**config.mk**
```make
export PLATFORM = sky130hd
export DESIGN_NAME = bus_copy_master
export DESIGN_NICKNAME = d
export VERILOG_FILES = /design/src/rtl/bus_copy_pkg.sv /design/src/rtl/bus_copy_master_watchdog.sv /design/src/rtl/bus_copy_master.sv
export SDC_FILE = /design/constraint.sdc
export NUM_CORES = 1
export LEC_CHECK = 0
export ABC_CLOCK_PERIOD_IN_PS = 3950
export CAP_MARGIN = 20
export CORE_MARGIN = 5
export CORE_UTILIZATION = 40
export DETAILED_ROUTE_END_ITERATION = 8
export DONT_BUFFER_PORTS = 1
export SYNTH_ARGS = -nofsm -noshare
export SYNTH_HDL_FRONTEND = slang
export SYNTH_SLANG_ARGS = --single-unit
```
**constraint.sdc**
```tcl
create_clock -name clk_i -period 3.95 [get_ports clk_i]
set_clock_uncertainty 0.2 [all_clocks]
set_input_delay 0.5925 -clock clk_i [delete_from_list [all_inputs] [get_ports clk_i]]
set_output_delay 0.5925 -clock clk_i [all_outputs]
set_load 0.005 [all_outputs]
```
**src/rtl/bus_copy_pkg.sv**
```systemverilog
// Shared types and constants for the word-copy bus initiator.
//   state_t    : copy engine states
//   BE_FULL    : byte enables driven for every word transfer
//   WORD_BYTES : address increment per copied word
package bus_copy_pkg;

    typedef enum logic [2:0] {
        IDLE,
        RD_REQ,
        RD_WAIT,
        WR_REQ,
        NEXT,
        DONE
    } state_t;

    localparam logic [3:0]  BE_FULL    = 4'hF;
    localparam logic [31:0] WORD_BYTES = 32'd4;

endpackage

```
**src/rtl/bus_copy_master_watchdog.sv**
```systemverilog
// Per-wait cycle counter for the copy engine.
//   clk_i, arst_n_i : clock, asynchronous active-low reset
//   clear           : restart the count (next cycle starts from 0)
//   enable          : the engine is waiting on the bus this cycle
//   expired         : this is the last allowed wait cycle (count == TIMEOUT-1)
module bus_watchdog #(
    parameter int TIMEOUT = 1024
) (
    input  logic clk_i,
    input  logic arst_n_i,
    input  logic clear,
    input  logic enable,
    output logic expired
);

    localparam int CNT_W = $clog2(TIMEOUT) + 1;

    logic [CNT_W-1:0] count;

    // Saturates at TIMEOUT-1 so a missed clear can never wrap back to a
    // fresh-looking count.
    always_ff @(posedge clk_i or negedge arst_n_i) begin
        if (!arst_n_i) begin
            count <= '0;
        end else if (clear) begin
            count <= '0;
        end else if (enable && !expired) begin
            count <= count + CNT_W'(1);
        end
    end

    assign expired = enable && (count == CNT_W'(TIMEOUT - 1));

endmodule

```
**src/rtl/bus_copy_master.sv**
```systemverilog
// Word-copy DMA initiator on the 32-bit split-request bus. Reads one source
// word, writes it to the destination, repeats for len_bi words. One bus
// transaction outstanding at a time; every wait is bounded by a watchdog.
//   clk_i, arst_n_i          : clock, asynchronous active-low reset
//   start_i, abort_i         : command strobe (IDLE only), stop at word boundary
//   src_addr_bi, dst_addr_bi : byte addresses, low two bits ignored
//   len_bi                   : word count
//   busy_o, done_o, err_o    : status; err_o is a sticky timeout flag
//   words_bo                 : words fully written so far
//   bus_*                    : request side (req/we/addr/be/wdata) and
//                              response side (ack/resp/rdata)
module bus_copy_master
    import bus_copy_pkg::*;
#(
    parameter int LEN_W   = 16,
    parameter int TIMEOUT = 1024
) (
    input  logic             clk_i,
    input  logic             arst_n_i,
    input  logic             start_i,
    input  logic [31:0]      src_addr_bi,
    input  logic [31:0]      dst_addr_bi,
    input  logic [LEN_W-1:0] len_bi,
    input  logic             abort_i,
    output logic             busy_o,
    output logic             done_o,
    output logic             err_o,
    output logic [LEN_W-1:0] words_bo,
    output logic             bus_req_o,
    output logic             bus_we_o,
    output logic [31:0]      bus_addr_bo,
    output logic [3:0]       bus_be_bo,
    output logic [31:0]      bus_wdata_bo,
    input  logic             bus_ack_i,
    input  logic             bus_resp_i,
    input  logic [31:0]      bus_rdata_bi
);

    state_t           state_q, state_d;
    logic [31:0]      src_q, dst_q, data_q;
    logic [LEN_W-1:0] len_q, words_q;
    logic             err_q;

    logic capture, advance, set_err, accept;
    logic wd_clear, wd_enable, wd_expired;

    assign accept = (state_q == IDLE) && start_i;

    // Every entry into a waiting state is a state change, so clearing on any
    // change gives each request and each response wait its own full budget.
    assign wd_clear  = (state_d != state_q);
    assign wd_enable = (state_q == RD_REQ) || (state_q == RD_WAIT) || (state_q == WR_REQ);

    bus_watchdog #(.TIMEOUT(TIMEOUT)) u_watchdog (
        .clk_i    (clk_i),
        .arst_n_i (arst_n_i),
        .clear    (wd_clear),
        .enable   (wd_enable),
        .expired  (wd_expired)
    );

    always_ff @(posedge clk_i or negedge arst_n_i) begin
        if (!arst_n_i) begin
            state_q <= IDLE;
        end else begin
            state_q <= state_d;
        end
    end

    // A handshake arriving in the final watchdog cycle still wins over expiry.
    always_comb begin
        state_d = state_q;
        capture = 1'b0;
        advance = 1'b0;
        set_err = 1'b0;
        case (state_q)
            IDLE: begin
                if (start_i) begin
                    state_d = (len_bi == '0) ? DONE : RD_REQ;
                end
            end
            RD_REQ: begin
                if (bus_ack_i && bus_resp_i) begin
                    capture = 1'b1;
                    state_d = WR_REQ;
                end else if (bus_ack_i) begin
                    state_d = RD_WAIT;
                end else if (wd_expired) begin
                    set_err = 1'b1;
                    state_d = DONE;
                end
            end
            RD_WAIT: begin
                if (bus_resp_i) begin
                    capture = 1'b1;
                    state_d = WR_REQ;
                end else if (wd_expired) begin
                    set_err = 1'b1;
                    state_d = DONE;
                end
            end
            WR_REQ: begin
                if (bus_ack_i) begin
                    advance = 1'b1;
                    state_d = NEXT;
                end else if (wd_expired) begin
                    set_err = 1'b1;
                    state_d = DONE;
                end
            end
            NEXT: begin
                state_d = ((words_q == len_q) || abort_i) ? DONE : RD_REQ;
            end
            DONE:    state_d = IDLE;
            default: state_d = IDLE;
        endcase
    end

    always_ff @(posedge clk_i or negedge arst_n_i) begin
        if (!arst_n_i) begin
            src_q   <= '0;
            dst_q   <= '0;
            data_q  <= '0;
            len_q   <= '0;
            words_q <= '0;
            err_q   <= 1'b0;
        end else begin
            if (accept) begin
                src_q   <= src_addr_bi & ~32'h3;
                dst_q   <= dst_addr_bi & ~32'h3;
                len_q   <= len_bi;
                words_q <= '0;
                err_q   <= 1'b0;
            end
            if (capture) begin
                data_q <= bus_rdata_bi;
            end
            if (advance) begin
                src_q   <= src_q + WORD_BYTES;
                dst_q   <= dst_q + WORD_BYTES;
                words_q <= words_q + LEN_W'(1);
            end
            if (set_err) begin
                err_q <= 1'b1;
            end
        end
    end

    // Bus outputs decode straight from the state register, so an asynchronous
    // reset drops the request in the same instant.
    assign bus_req_o    = (state_q == RD_REQ) || (state_q == WR_REQ);
    assign bus_we_o     = (state_q == WR_REQ);
    assign bus_addr_bo  = (state_q == RD_REQ) ? src_q :
                          (state_q == WR_REQ) ? dst_q : 32'h0;
    assign bus_be_bo    = bus_req_o ? BE_FULL : 4'h0;
    assign bus_wdata_bo = bus_we_o ? data_q : 32'h0;

    assign busy_o   = (state_q == RD_REQ) || (state_q == RD_WAIT) ||
                      (state_q == WR_REQ) || (state_q == NEXT);
    assign done_o   = (state_q == DONE);
    assign err_o    = err_q;
    assign words_bo = words_q;

endmodule

```
==> impl_metrics.yaml <==
critical_path:
  crit_family: "buffers and inverters"
  cp_num_buf_inv: 1
  ff2ff_path_depth: 5
  startpoint: "state_q[2]$_DFF_PN0_"
  path_cells: "nand2b_1 > inv_1 > and3_1"
  critical_path.max_stage_delay_ns: 0.76
  crit_required_ns: 3.16
  crit_cells: 3
  crit_slowest_cell: "inv_1"
  setup.worst_path.end_class: "output port"
  path_class: "flip-flop to output port"
  endpoint: "bus_wdata_bo[31]"
  critPathMaxFanout: 38
  cp-start-kind: "flip-flop"
  r2r-start: "state_q[1]$_DFF_PN0_"
  r2r-end: "u_watchdog.count[10]$_DFFE_PN0P_"
  r2r_setup_slack_ns: 1.00
  arrival_ns: 2.41
clocking:
  clk_path_buf_depth: 2
  clk_pin_slew_ns: 0.06
  htreeDepth: 4
  post-cts-setup-buffers: 0
  clk_latency_ns: 0.43
  cts_buffers: 17
  cts_num_sinks: 139
  cts-root-buf: "clkbuf_16"
  cts_tree: "done"
  cts_resized: 0
sta:
  tightest_slew_ns: 1.016
  fmax_mhz: 312.5
  fin_tns_setup_ns: 0
  finalHoldViolCount: 139
  finalCritPeriodShare_pct: 81.00
  setup_ws_ns: 0.7504
  final-setup-viol-count: 0
  layout_min_cycle_time_ns: 3.200
  hold_ws_ns: -0.3383
  rsz0062_at_grt: "false"
  finalMaxSlewViolations: 0
  max_slew_margin_pct: 32.20
synthesis:
  yosysMostFrequentCell: "dfrtp_1"
  synth_area_sq_mm: 0.007959
  ys_top_cells_by_count: "dfrtp_1, nand2_1, nor2_1"
  syn_inst: 865
  syn_area_per_cell_sq_um: 9.201
  synth_warnings: 0
  ys_types: 68
  ys_seq_area_share_pct: 43.70
  synth_edf_count: 0
  synth_area_leaders: "dfrtp_1, nand2_1, mux2_2, mux2i_1, nor2_1"
  yosysTopAreaCell: "dfrtp_1"
  ys_async_sr_fraction_pct: 100.0
  yosys.area.top_type_share_pct: 43.70
  synth-seq-cells: 139
  ys.flop_type: "dfrtp_1"
drt:
  ant_nets: 0
  wl_um: 23020
  firstDrtPassIters: 5
  vias_per_cell: 5.851
  wire_per_inst_um: 20.63
  first_iter_violations: 575
  routed-via-count: 6530
  drc: 0
floorplanning:
  die_height_um: 151.1
  dieArea_sq_mm: 0.02282
  dieWidth_um: 151.1
  num_rows: 51
  start_util_pct: 40.76
  ios: 207
  core_sq_mm: 0.01953
run:
  maxCapViolCount: 0
pwr:
  clkPwrFrac_pct: 24.2
  total_power_mw: 6.598
  switchingPower_mw: 2.709
  swShare_pct: 41.06
  vdd_ir_drop_max_mv: 0.3389
  p_int_mw: 3.889
  p_seq_share_pct: 40.5
  p_per_area_mw_per_mm2: 759.8
  leakagePower_nw: 3.629
  pwr-share-comb_pct: 35.3
placed_design:
  post-place-ws_ns: 0.9919
  dp_hpwl_um: 15810
  portBuffers: 0
  gp_congestion: 0.8122
status:
  violations: "hold timing"
  status: "finished, violations left"
final_layout:
  area_delta_synth_final_pct: 9.102
  nNetsFinal: 960
  antennaDiodeCount: 0
  postLayoutCoreUtil_pct: 44.47
  nFillCells: 1948
  layout-drive-gt1-share_pct: 11.75
global_route:
  track_usage_pct: 20.23
  grt_pass1_vias: 6279
  grt_pass1_wl_um: 35960
  grt-ovfl-total: 0
  grt_max_degree: 140
  antenna_found_initial: 1
hold_path:
  hp-class: "input pin to asynchronous set/reset pin"
metal layers:
layer / share of wire [%] / vias up / global-route usage (%)
li1: - / 3110 / -
met1: 45 / 3151 / 28.44
met2: 45 / 228 / 29.83
met3: 8.1 / 39 / 6.164
met4: 2.0 / 2 / 6.573
met5: 0.056 / - / 0
state kept, by name, summed over array words and instances (netlist names):
name and count:
state_q 3, err_o 1, src_q 30, data_q 32, u_watchdog.count 11, dst_q 30
len_q 16, words_bo 16
worst reg2reg max path: stages, from the launching register on:
cell      delay (ns)
dfrtp_2         0.72
buf_4           0.46
nor2_1          0.19
a311oi_2        0.72
nand2b_1        0.20
o311a_1         0.34
metrics by stage:
stage	cell area (sq um)	std cells
final	8683	1116
after global placement	8105	1084
after floorplan	7963	866
after CTS	8683	1116
after global routing	8683	1116
after detailed placement	8105	1084
cells in the final DEF (no fill, tap or decap), types with 6 or more instances in the layout:
cell | synthesis | final
clkbuf_16 | 0 | 17
nand4_1 | 28 | 28
mux2i_1 | 38 | 38
nor4_1 | 13 | 13
o21ai_0 | 29 | 29
a22oi_1 | 6 | 6
nor2_1 | 83 | 82
a21oi_1 | 28 | 28
nand2b_1 | 6 | 6
mux2_2 | 34 | 34
o211ai_1 | 24 | 24
dfrtp_1 | 139 | 138
a31oi_1 | 6 | 6
xor2_1 | 11 | 11
o22ai_1 | 8 | 8
buf_4 | 6 | 11
nand2_1 | 126 | 126
inv_1 | 10 | 10
and3_1 | 47 | 47
xnor2_1 | 19 | 19
nand3_1 | 45 | 45
nor3_1 | 9 | 8
o311ai_0 | 12 | 12
a211oi_1 | 7 | 7
kinds of logic (layout without fill, tap and decap cells):
group                    count (synthesis)  after routing  synth area share (%)
buffers and inverters                   69             54                 4.355
adder cells (fa/ha/maj)                  4              4                0.6289
AO/OA/AOI/OAI                          151            151                 13.19
flip-flops                             139            139                 43.70
AND/OR/NAND/NOR                        399            399                 25.18
multiplexers                            72             72                 9.590
other                                    1              2               0.04712
XOR/XNOR                                30             30                 3.301
final cells by class:
cell class | instances | area (sq um) | area share, %
Clock buffer | 17 | 425.4 | 4.899
Clock inverter | 15 | 152.6 | 1.758
Inverter | 10 | 37.54 | 0.4323
Multi-Input combinational cell | 658 | 4154 | 47.84
Sequential cell | 139 | 3480 | 40.07
Tap cell | 265 | 331.6 | 3.818
Timing Repair Buffer | 12 | 102.6 | 1.182
worst min-delay path by stage:
stage / cells after the start / slack, ns / end / startpoint
3_5_place_dp: 0 / 0.11 / dst_q[6]$_DFFE_PN0P_ / arst_n_i
5_1_grt: 0 / -0.36 / dst_q[6]$_DFFE_PN0P_ / arst_n_i
2_1_floorplan: 0 / 0.1 / data_q[0]$_DFFE_PN0P_ / arst_n_i
3_3_place_gp: 0 / 0.11 / dst_q[8]$_DFFE_PN0P_ / arst_n_i
6_report: 0 / -0.34 / dst_q[6]$_DFFE_PN0P_ / arst_n_i
4_1_cts: 0 / -0.35 / src_q[24]$_DFFE_PN0P_ / arst_n_i
power by group through the flow:
stage               registers, mW  logic (mW)  clock network, mW
finish                       2.67        2.33               1.59
detailed placement           2.68        2.35                  0
floorplan                    2.40        2.05                  0
global placement             2.66        2.32                  0
CTS                          2.66        2.35               1.63
global route                 2.76        2.63               1.69
Note: power is estimated with default switching activity, not from simulation.
